## src/rtl/round_robin.sv

```systemverilog
// Round-robin N:1 stream scheduler: one registered word per grant, plus the granted index on a side stream.
// Latency 1 cycle; a new grant needs both output streams empty or draining, so each stream may stall the sources.
module round_robin #(
    parameter int  W  = 16,
    parameter int  N  = 2,
    localparam int IW = $clog2(N)
) (
    input  logic            clk,
    input  logic            rst,
    input  logic [N-1:0]    s_stb,
    input  logic [N*W-1:0]  s_dat,
    output logic [N-1:0]    s_rdy,
    input  logic            n_rdy,
    output logic            n_stb,
    output logic [IW-1:0]   n_dat,
    input  logic            m_rdy,
    output logic            m_stb,
    output logic [W-1:0]    m_dat
);

    logic [IW-1:0] ptr;
    logic [IW-1:0] grant;
    logic [IW-1:0] ptr_nxt;
    logic          load;

    // First requester at or after ptr, wrapping past N-1 back to 0.
    always_comb begin
        logic found;
        found = 1'b0;
        grant = '0;
        for (int k = 0; k < N; k++) begin
            if (!found && s_stb[(int'(ptr) + k) % N]) begin
                found = 1'b1;
                grant = IW'((int'(ptr) + k) % N);
            end
        end
    end

    assign load    = (~m_stb | m_rdy) & (~n_stb | n_rdy) & ~rst & (|s_stb);
    assign s_rdy   = load ? (N'(1) << grant) : '0;
    assign ptr_nxt = (grant == IW'(N - 1)) ? '0 : grant + IW'(1);

    always_ff @(posedge clk or posedge rst) begin
        if (rst) begin
            ptr   <= '0;
            m_stb <= 1'b0;
            n_stb <= 1'b0;
            m_dat <= '0;
            n_dat <= '0;
        end else if (load) begin
            ptr   <= ptr_nxt;
            m_stb <= 1'b1;
            n_stb <= 1'b1;
            m_dat <= s_dat[grant*W +: W];
            n_dat <= grant;
        end else begin
            // The two streams drain independently while the stage waits.
            m_stb <= m_stb & ~m_rdy;
            n_stb <= n_stb & ~n_rdy;
        end
    end

endmodule
```

## config.mk

```make
export PLATFORM = sky130hd
export DESIGN_NAME = round_robin
export DESIGN_NICKNAME = d
export VERILOG_FILES = /design/src/rtl/round_robin.sv
export SDC_FILE = /design/constraint.sdc
export NUM_CORES = 1
export LEC_CHECK = 0
export CAP_MARGIN = 30
export CELL_PAD_IN_SITES_DETAIL_PLACEMENT = 2
export CELL_PAD_IN_SITES_GLOBAL_PLACEMENT = 2
export CORE_ASPECT_RATIO = 1.25
export CORE_UTILIZATION = 24
export CTS_CLUSTER_DIAMETER = 80
export DETAILED_ROUTE_END_ITERATION = 7
export GPL_ROUTABILITY_DRIVEN = 0
export PLACE_DENSITY = 0.86
export SYNTH_ARGS = -nofsm -noshare
export SYNTH_HDL_FRONTEND = slang
export SYNTH_SLANG_ARGS = --single-unit
```

## constraint.sdc

```tcl
create_clock -name clk -period 2.99 [get_ports clk]
set_clock_uncertainty 0.15 [all_clocks]
set_input_delay 0.598 -clock clk [delete_from_list [all_inputs] [get_ports clk]]
set_output_delay 0.598 -clock clk [all_outputs]
set_load 0.01 [all_outputs]
```

Yosys cells after proc, flatten, opt, wreduce, memory -nomap -nowiden

Cells that the tools add are included.

Flip-flop bits (word level): 20
Input bits: 38
Logic and storage cells: 39

Add/sub/neg operators: 2
$lt $le $gt $ge: 2
Shifts and indexed selects: 2
Multiplexer cells: 12
Bitwise operators: 13
Reductions and logical operators: 3

Operators with widths:

| kind                  | number |
|---|---|
| $shiftx A32 B6 Y16    | 1 |
| $mux W1               | 11 |
| $and A1 B1 Y1         | 5 |
| $not A1 Y1            | 5 |
| $lt A2 B3 Y1 const B  | 1 |
| $add A1 B1 Y1 const B | 2 |
| $lt A1 B2 Y1 const B  | 1 |
| $mux W2               | 1 |
| $or A1 B1 Y1          | 2 |
| $reduce_or A2 Y1      | 1 |
| $shl A1 B1 Y2 const A | 1 |
| $and A1 B1 Y1 const A | 1 |
| $logic_and A1 B1 Y1   | 1 |
| $logic_not A1 Y1      | 1 |

Depth between registers and ports, before layout

Gate-level depths: netlist (run 1).

Depth in word-level cells: 9
Mapped depth: 7

Least setup slack after synthesis (run 1)

No wires, ideal clock.

Path kind: input to output
Start: input port n_rdy
End: output port s_rdy[0]
Arrival: 1.518 ns
Data required time: 2.242 ns
Path slack: 0.724 ns
Cell stages on the path: 5
Path through: nand2b_1 > clkbuf_1 > buf_2 > nand3_1 > nor2_1

Longest elaborated chain between the ends: 5

Ends and longest elaborated chain:

| item                        | line | RTL |
|---|---|---|
| from (decl)                 | 13   | `input logic n_rdy,` |
| $or A1 B1 Y1                | 39   | `assign load = (~m_stb \| m_rdy) & (~n_stb \| n_rdy) & ~rst & (\|s_stb);` |
| $and A1 B1 Y1 (3 in series) | 39   |  |
| $mux W2                     | 40   | `assign s_rdy = load ? (N'(1) << grant) : '0;` |
| to (decl)                   | 12   | `output logic [N-1:0] s_rdy,` |

Every way passes these cells.

Worst setup path after layout (run 1)

Start: input port s_stb[1]
End: output port s_rdy[0]

Longest elaborated chain between the ends: 8
Elaborated cells on any way between the ends: 14
Classes of those cells: 1 x shift; 9 x mux; 1 x bitwise; 3 x reduce/logical

Ends and longest elaborated chain:

| item                                        | line | RTL |
|---|---|---|
| from (decl)                                 | 10   | `input logic [N-1:0] s_stb,` |
| $mux W1 (not written as such) (2 in series) | 32   | `if (!found && s_stb[(int'(ptr) + k) % N]) begin` |
| $mux W1                                     | 32   |  |
| $logic_not A1 Y1                            | 32   |  |
| $logic_and A1 B1 Y1                         | 32   |  |
| $mux W1                                     | 32   |  |
| $shl A1 B1 Y2                               | 40   |  |
| $mux W2 (*)                                 | 40   |  |

Every way passes the cells marked *; elsewhere a longest branch is shown, timed or not. The select of a mux whose other input is x is not followed.

==> results of run 1 <==
layer usage:
layer | wire [um] | vias to the layer above | share of wire
met5 | 0 | - | 0
met4 | 94 | 0 | 0.023
met3 | 112 | 6 | 0.027
met2 | 2420 | 37 | 0.58
met1 | 1510 | 588 | 0.37
li1 | - | 538 | -
synth_stat cells:
master and instances:
o21ba_1 1, a31oi_2 10, a31oi_1 22, dfrtp_1 20
nor2b_1 1, nand3_1 1, buf_2 2, nand3b_1 16
buf_6 4, nand2_1 2, clkbuf_1 8, inv_1 2
o21ai_0 16, nand2b_1 3, mux2_4 2, and3_4 1
nor2_1 3
kinds of logic (layout without fill, tap and decap cells):
logic type	count (synthesis)	after routing	synth area share
compound gates	49	49	0.305
simple gates	27	27	0.156
mux	2	2	0.0260
flops	20	20	0.433
buf+inv	16	70	0.0801
final cells by class:
type                    count  share of cell area
inverters                   2             0.00412
flip-flops and latches     20               0.275
clock buffers               3              0.0227
well taps                  58              0.0399
multi-input cells          78               0.311
repair buffers             65               0.348
power groups by stage:
stage	clock network [mW]	registers, mW	logic [mW]
CTS	0.179	0.387	0.456
finish	0.176	0.385	0.450
global placement	0	0.386	0.432
detailed placement	0	0.391	0.450
global route	0.188	0.395	0.481
floorplan	0	0.412	0.185
worst max-delay path, cell delays in order:
cell and delay (ns):
clkdlybuf4s50_1 0.51, buf_4 0.25, inv_1 0.09, nor2_1 0.15, nor2_1 0.06, clkdlybuf4s50_1 0.48
worst max path at each step:
stage / from / to / slack [ns] / depth (start not counted)
3_3_place_gp: s_stb[1] / s_rdy[0] / 0.15 / 6
5_1_grt: s_stb[1] / s_rdy[0] / 0.002 / 6
3_5_place_dp: s_stb[0] / s_rdy[0] / 0.09 / 5
4_1_cts: s_stb[0] / s_rdy[0] / 0.09 / 5
2_1_floorplan: n_rdy / s_rdy[0] / 0.72 / 5
6_report: s_stb[1] / s_rdy[0] / 0.1 / 6
registers in the layout (all words and copies together) (netlist names):
register  flops
ptr           1
n_dat         1
m_stb         1
n_stb         1
m_dat        16
what timing repair did:
item	in CTS	in global routing
gates resized for setup	0	1
hold buffers	0	0
endpoints found under the setup margin	0	1
==> results.sh, run 1 <==
export IMPL_synthCells=114
export IMPL_die_area_um2=5100
export IMPL_ys_types=17
export IMPL_internal_power_uw=683
export IMPL_pwr_share_clk=0.174
export IMPL_grt_pass1_wl_mm=6.56
export IMPL_drv_slew=0
export IMPL_grt_most_used_layer="met2"
export IMPL_core_area_um2=4530
export IMPL_avgSynthCellArea_um2=10.1
export IMPL_drt_total_wl_mm=4.14
export IMPL_insertion_delay_ns=0.25
export IMPL_clkSinkCount=20
export IMPL_root_buffer="clkbuf_8"
export IMPL_worstHoldStart="ptr"
export IMPL_final_cell_mix="clkdlybuf4s50_1, a31oi_1, dfrtp_1"
export IMPL_final_util=0.402
export IMPL_regToRegStartpoint="n_stb"
export IMPL_instances_no_fill=226
export IMPL_seq_area_um2=500
export IMPL_rsz0062_at_grt="false"
export IMPL_cts_tree="done"
export IMPL_p_sw_frac=0.324
export IMPL_start_util=0.255
export IMPL_start_kind="primary input"
export IMPL_hold_depth=1
export IMPL_critPathMaxFanout=18
export IMPL_grt_antenna_before_repair=0
export IMPL_clk_pin_slew_worst_paths_ns=0.07
export IMPL_comb_power_share=0.445
export IMPL_die_y_um=79.6
export IMPL_routed_via_density=5.17
export IMPL_pin_count=59
export IMPL_fin_area_um2=1820
export IMPL_cts_buffer_depth=2
export IMPL_dp_cells=223
export IMPL_setup_tns_ns=0
export IMPL_timing_hold_ws_ns=0.399
export IMPL_layout_drive_gt1_share=0.143
export IMPL_endpoint_kind="primary output"
export IMPL_use_met2=0.338
export IMPL_peakVddDrop_v=0.000176
export IMPL_portBuffers=58
export IMPL_ys_top_cells_by_area="dfrtp_1, a31oi_1, a31oi_2, nand3b_1, o21ai_0"
export IMPL_rows=27
export IMPL_finalNetCount=208
export IMPL_power_density_nw_per_um2=555
export IMPL_synth_top_area_share=0.433
export IMPL_grt_util_met1=0.176
export IMPL_final_common_cell="clkdlybuf4s50_1"
export IMPL_drc=0
export IMPL_insertedDiodeCount=0
export IMPL_overflow=0
export IMPL_yosysSeqAreaShare=0.433
export IMPL_cap_violations=0
export IMPL_post_cts_buffers=0
export IMPL_vias=1169
export IMPL_synth_top_area_cell="dfrtp_1"
export IMPL_cts_buffers=3
export IMPL_drtIter0Drc=30
export IMPL_status="finished clean"
export IMPL_hold_viol=0
export IMPL_critPathRequiredTime_ns=2.24
export IMPL_crit_type="primary input to primary output"
export IMPL_cellLeakagePower_nw=0.666
export IMPL_min_to="ptr"
export IMPL_setup_viol=0
export IMPL_grt_pass1_vias=1299
export IMPL_tightest_slew_ns=0.761
export IMPL_synth_cell_area_um2=1160
export IMPL_syn_to_final_growth_pct=57.5
export IMPL_finalPower_mw=1.01
export IMPL_place_ws_ns=0.0863
export IMPL_grt_use_met3=0.0114
export IMPL_grt_max_degree=25
export IMPL_dp_hpwl_mm=3.10
export IMPL_setup_slack_ns=0.0967
export IMPL_final_fill_count=523
export IMPL_r2r_end="n_dat"
export IMPL_placed_cell_area_um2=1780
export IMPL_yosys_warnings=0
export IMPL_arrival_ns=2.15
export IMPL_max_freq_ghz=0.346
export IMPL_grtUsageTotal=0.169
export IMPL_cts_max_level=1
export IMPL_wl_per_cell_um=18.3
export IMPL_switchingPower_uw=327
export IMPL_relSlewSlack=0.492
export IMPL_multiInputGateArea_um2=566
export IMPL_seqPwrFrac=0.381
export IMPL_fin_crit_ns=2.89
export IMPL_drt_pass1_iter_count=4
export IMPL_rrSetupSlack_ns=1.21
export IMPL_fin_crit_sh=0.968
export IMPL_drt_antenna_violating_nets=0
export IMPL_hp_class="register to register"
export IMPL_rr_worst_depth=4
export IMPL_synthesis_nets=152
export IMPL_ys_ff_latch=20
export IMPL_die_w_um=64.1
Power figures use the tool's default switching activity.
==> run 2: changes to the inputs <==
- ABC_AREA: unset -> 1
- CORE_UTILIZATION: 24 -> 20
- CTS_CLUSTER_DIAMETER: 80 -> 120
- PLACE_DENSITY: 0.86 -> 0.84
==> results.sh, run 2 <==
export IMPL_yosys_warnings=0
export IMPL_dp_hpwl_mm=2.87
export IMPL_final_cell_mix="nand2_1, clkdlybuf4s50_1, dfrtp_1"
export IMPL_root_buffer="clkbuf_8"
export IMPL_synthesis_nets=186
export IMPL_synthCells=148
export IMPL_vias=1175
export IMPL_ys_ff_latch=20
export IMPL_hold_viol=0
export IMPL_critPathRequiredTime_ns=2.24
export IMPL_drc=0
export IMPL_start_util=0.208
export IMPL_cellLeakagePower_nw=0.918
export IMPL_seqPwrFrac=0.385
export IMPL_yosysSeqAreaShare=0.474
export IMPL_portBuffers=58
export IMPL_synth_edf_count=0
export IMPL_fin_area_um2=1780
export IMPL_timing_hold_ws_ns=0.325
export IMPL_overflow=0
export IMPL_final_common_cell="nand2_1"
export IMPL_routed_wl_met2_mm=2.10
export IMPL_clkSinkCount=20
export IMPL_crit_type="primary input to primary output"
export IMPL_finalNetCount=251
export IMPL_status="finished clean"
export IMPL_cts_buffers=3
export IMPL_yosys_top_cells_count="nand2_1, dfrtp_1, nand3_1"
export IMPL_clk_pin_slew_worst_paths_ns=0.08
export IMPL_drv_slew=0
export IMPL_setup_slack_ns=0.145
export IMPL_cts_buffer_depth=2
export IMPL_place_ws_ns=0.120
export IMPL_drt_pass1_iter_count=3
export IMPL_finalPower_uw=958
export IMPL_regMostFlops="m_dat"
export IMPL_cts_resized=0
export IMPL_start_kind="primary input"
export IMPL_pin_count=59
export IMPL_hp_class="register to register"
export IMPL_met3_length_um=114
export IMPL_placed_cell_area_um2=1720
export IMPL_ys_types=12
export IMPL_syn_to_final_growth_pct=68.7
export IMPL_insertedDiodeCount=0
export IMPL_cap_violations=0
export IMPL_grtUsageTotal=0.146
export IMPL_avgSynthCellArea_um2=7.13
export IMPL_core_area_um2=5080
export IMPL_synth_top_area_share=0.474
export IMPL_top_layer="met4"
export IMPL_tightest_slew_ns=0.267
export IMPL_grt_max_degree=21
export IMPL_insertion_delay_ns=0.26
export IMPL_drt_total_wl_mm=3.62
export IMPL_wl_per_cell_um=13.2
export IMPL_drt_antenna_violating_nets=0
export IMPL_setup_tns_ns=0
export IMPL_power_density_nw_per_um2=539
export IMPL_peakVddDrop_v=0.000173
export IMPL_rsz0062_at_grt="false"
export IMPL_cts_max_level=1
export IMPL_setup_viol=0
export IMPL_ys_top_cells_by_area="dfrtp_1, nand2_1, nand3_1, buf_6, inv_1"
export IMPL_postCtsHoldBufs=0
export IMPL_post_cts_buffers=0
export IMPL_synth_flop_cell="dfrtp_1"
export IMPL_fin_crit_ns=2.85
export IMPL_comb_power_share=0.397
export IMPL_routed_via_density=4.29
export IMPL_layout_drive_gt1_share=0.0802
export IMPL_switchingPower_uw=299
export IMPL_cts_tree="done"
export IMPL_synthArstFlopShare=1.00
export IMPL_die_area_um2=5570
export IMPL_largest_reg_flops=16
export IMPL_synth_most_common_cell="nand2_1"
export IMPL_synth_cell_area_um2=1050
export IMPL_critPathMaxFanout=5
export IMPL_synth_top_area_cell="dfrtp_1"
export IMPL_die_w_um=67.0
export IMPL_drtIter0Drc=27
export IMPL_grt_pass1_wl_mm=6.09
export IMPL_arrival_ns=2.10
export IMPL_m1WireLength_mm=1.36
export IMPL_grt_antenna_before_repair=0
export IMPL_die_y_um=83.2
export IMPL_pwr_share_clk=0.218
export IMPL_p_sw_frac=0.312
export IMPL_max_freq_ghz=0.351
export IMPL_internal_power_uw=659
export IMPL_fin_crit_sh=0.952
export IMPL_relSlewSlack=0.822
export IMPL_endpoint_kind="primary output"
export IMPL_grt_pass1_vias=1308
export IMPL_rows=29
## run 2: layout make-up
| class | count | area, um^2 |
|---|---|---|
| clock buffers | 4 | 55.1 |
| fillers | 596 | 3300 |
| flip-flops and latches | 20 | 500 |
| repair buffers | 67 | 648 |
| multi-input cells | 114 | 472 |
| well taps | 62 | 77.6 |
| inverters | 7 | 26.3 |
## run 2: power by group through the flow
stage	Combinational [mW]	Sequential (mW)	Clock [mW]
floorplan	0.134	0.401	0
global placement	0.376	0.374	0
detailed placement	0.389	0.376	0
finish	0.380	0.369	0.209
global route	0.421	0.377	0.231
CTS	0.391	0.372	0.221
## run 2: metal layers
layer  vias to the layer above  track usage
met5                         -            0
met4                         0       0.0522
met3                         2      0.00824
met2                        28        0.282
met1                       568        0.158
li1                        577            -
## run 2: path summary, 6_finish.rpt
kind / startpoint / end / slack (ns) / cells after the start
max: s_stb[1] / s_rdy[1] / 0.14 / 7
max reg2reg: ptr / m_dat[13] / 1.74 / 7
max in group asynchronous: rst / m_dat[3] / 1.86 / 3
min in group asynchronous: rst / n_stb / 0.62 / 3
min reg2reg: n_dat / n_dat / 0.33 / 2
min: n_dat / n_dat / 0.33 / 2
## run 2: metrics by stage
| step | instances | util |
|---|---|---|
| after floorplan | 148 | - |
| after global placement | 270 | 0.339 |
| after detailed placement | 270 | 0.339 |
| after CTS | 274 | 0.350 |
| after global routing | 274 | 0.350 |
| final | 274 | 0.350 |
## run 2: kinds of logic after synthesis
family | count (synthesis) | synth area share
simple gates | 113 | 0.439
flops | 20 | 0.474
compound gates | 1 | 0.00831
buf+inv | 14 | 0.0783
## run 2: worst max-delay path: stages
cell and delay [ns]:
clkdlybuf4s50_1 0.55, buf_4 0.18, nand2_4 0.06, inv_1 0.05, nand2_1 0.06, inv_1 0.06
clkdlybuf4s50_1 0.52
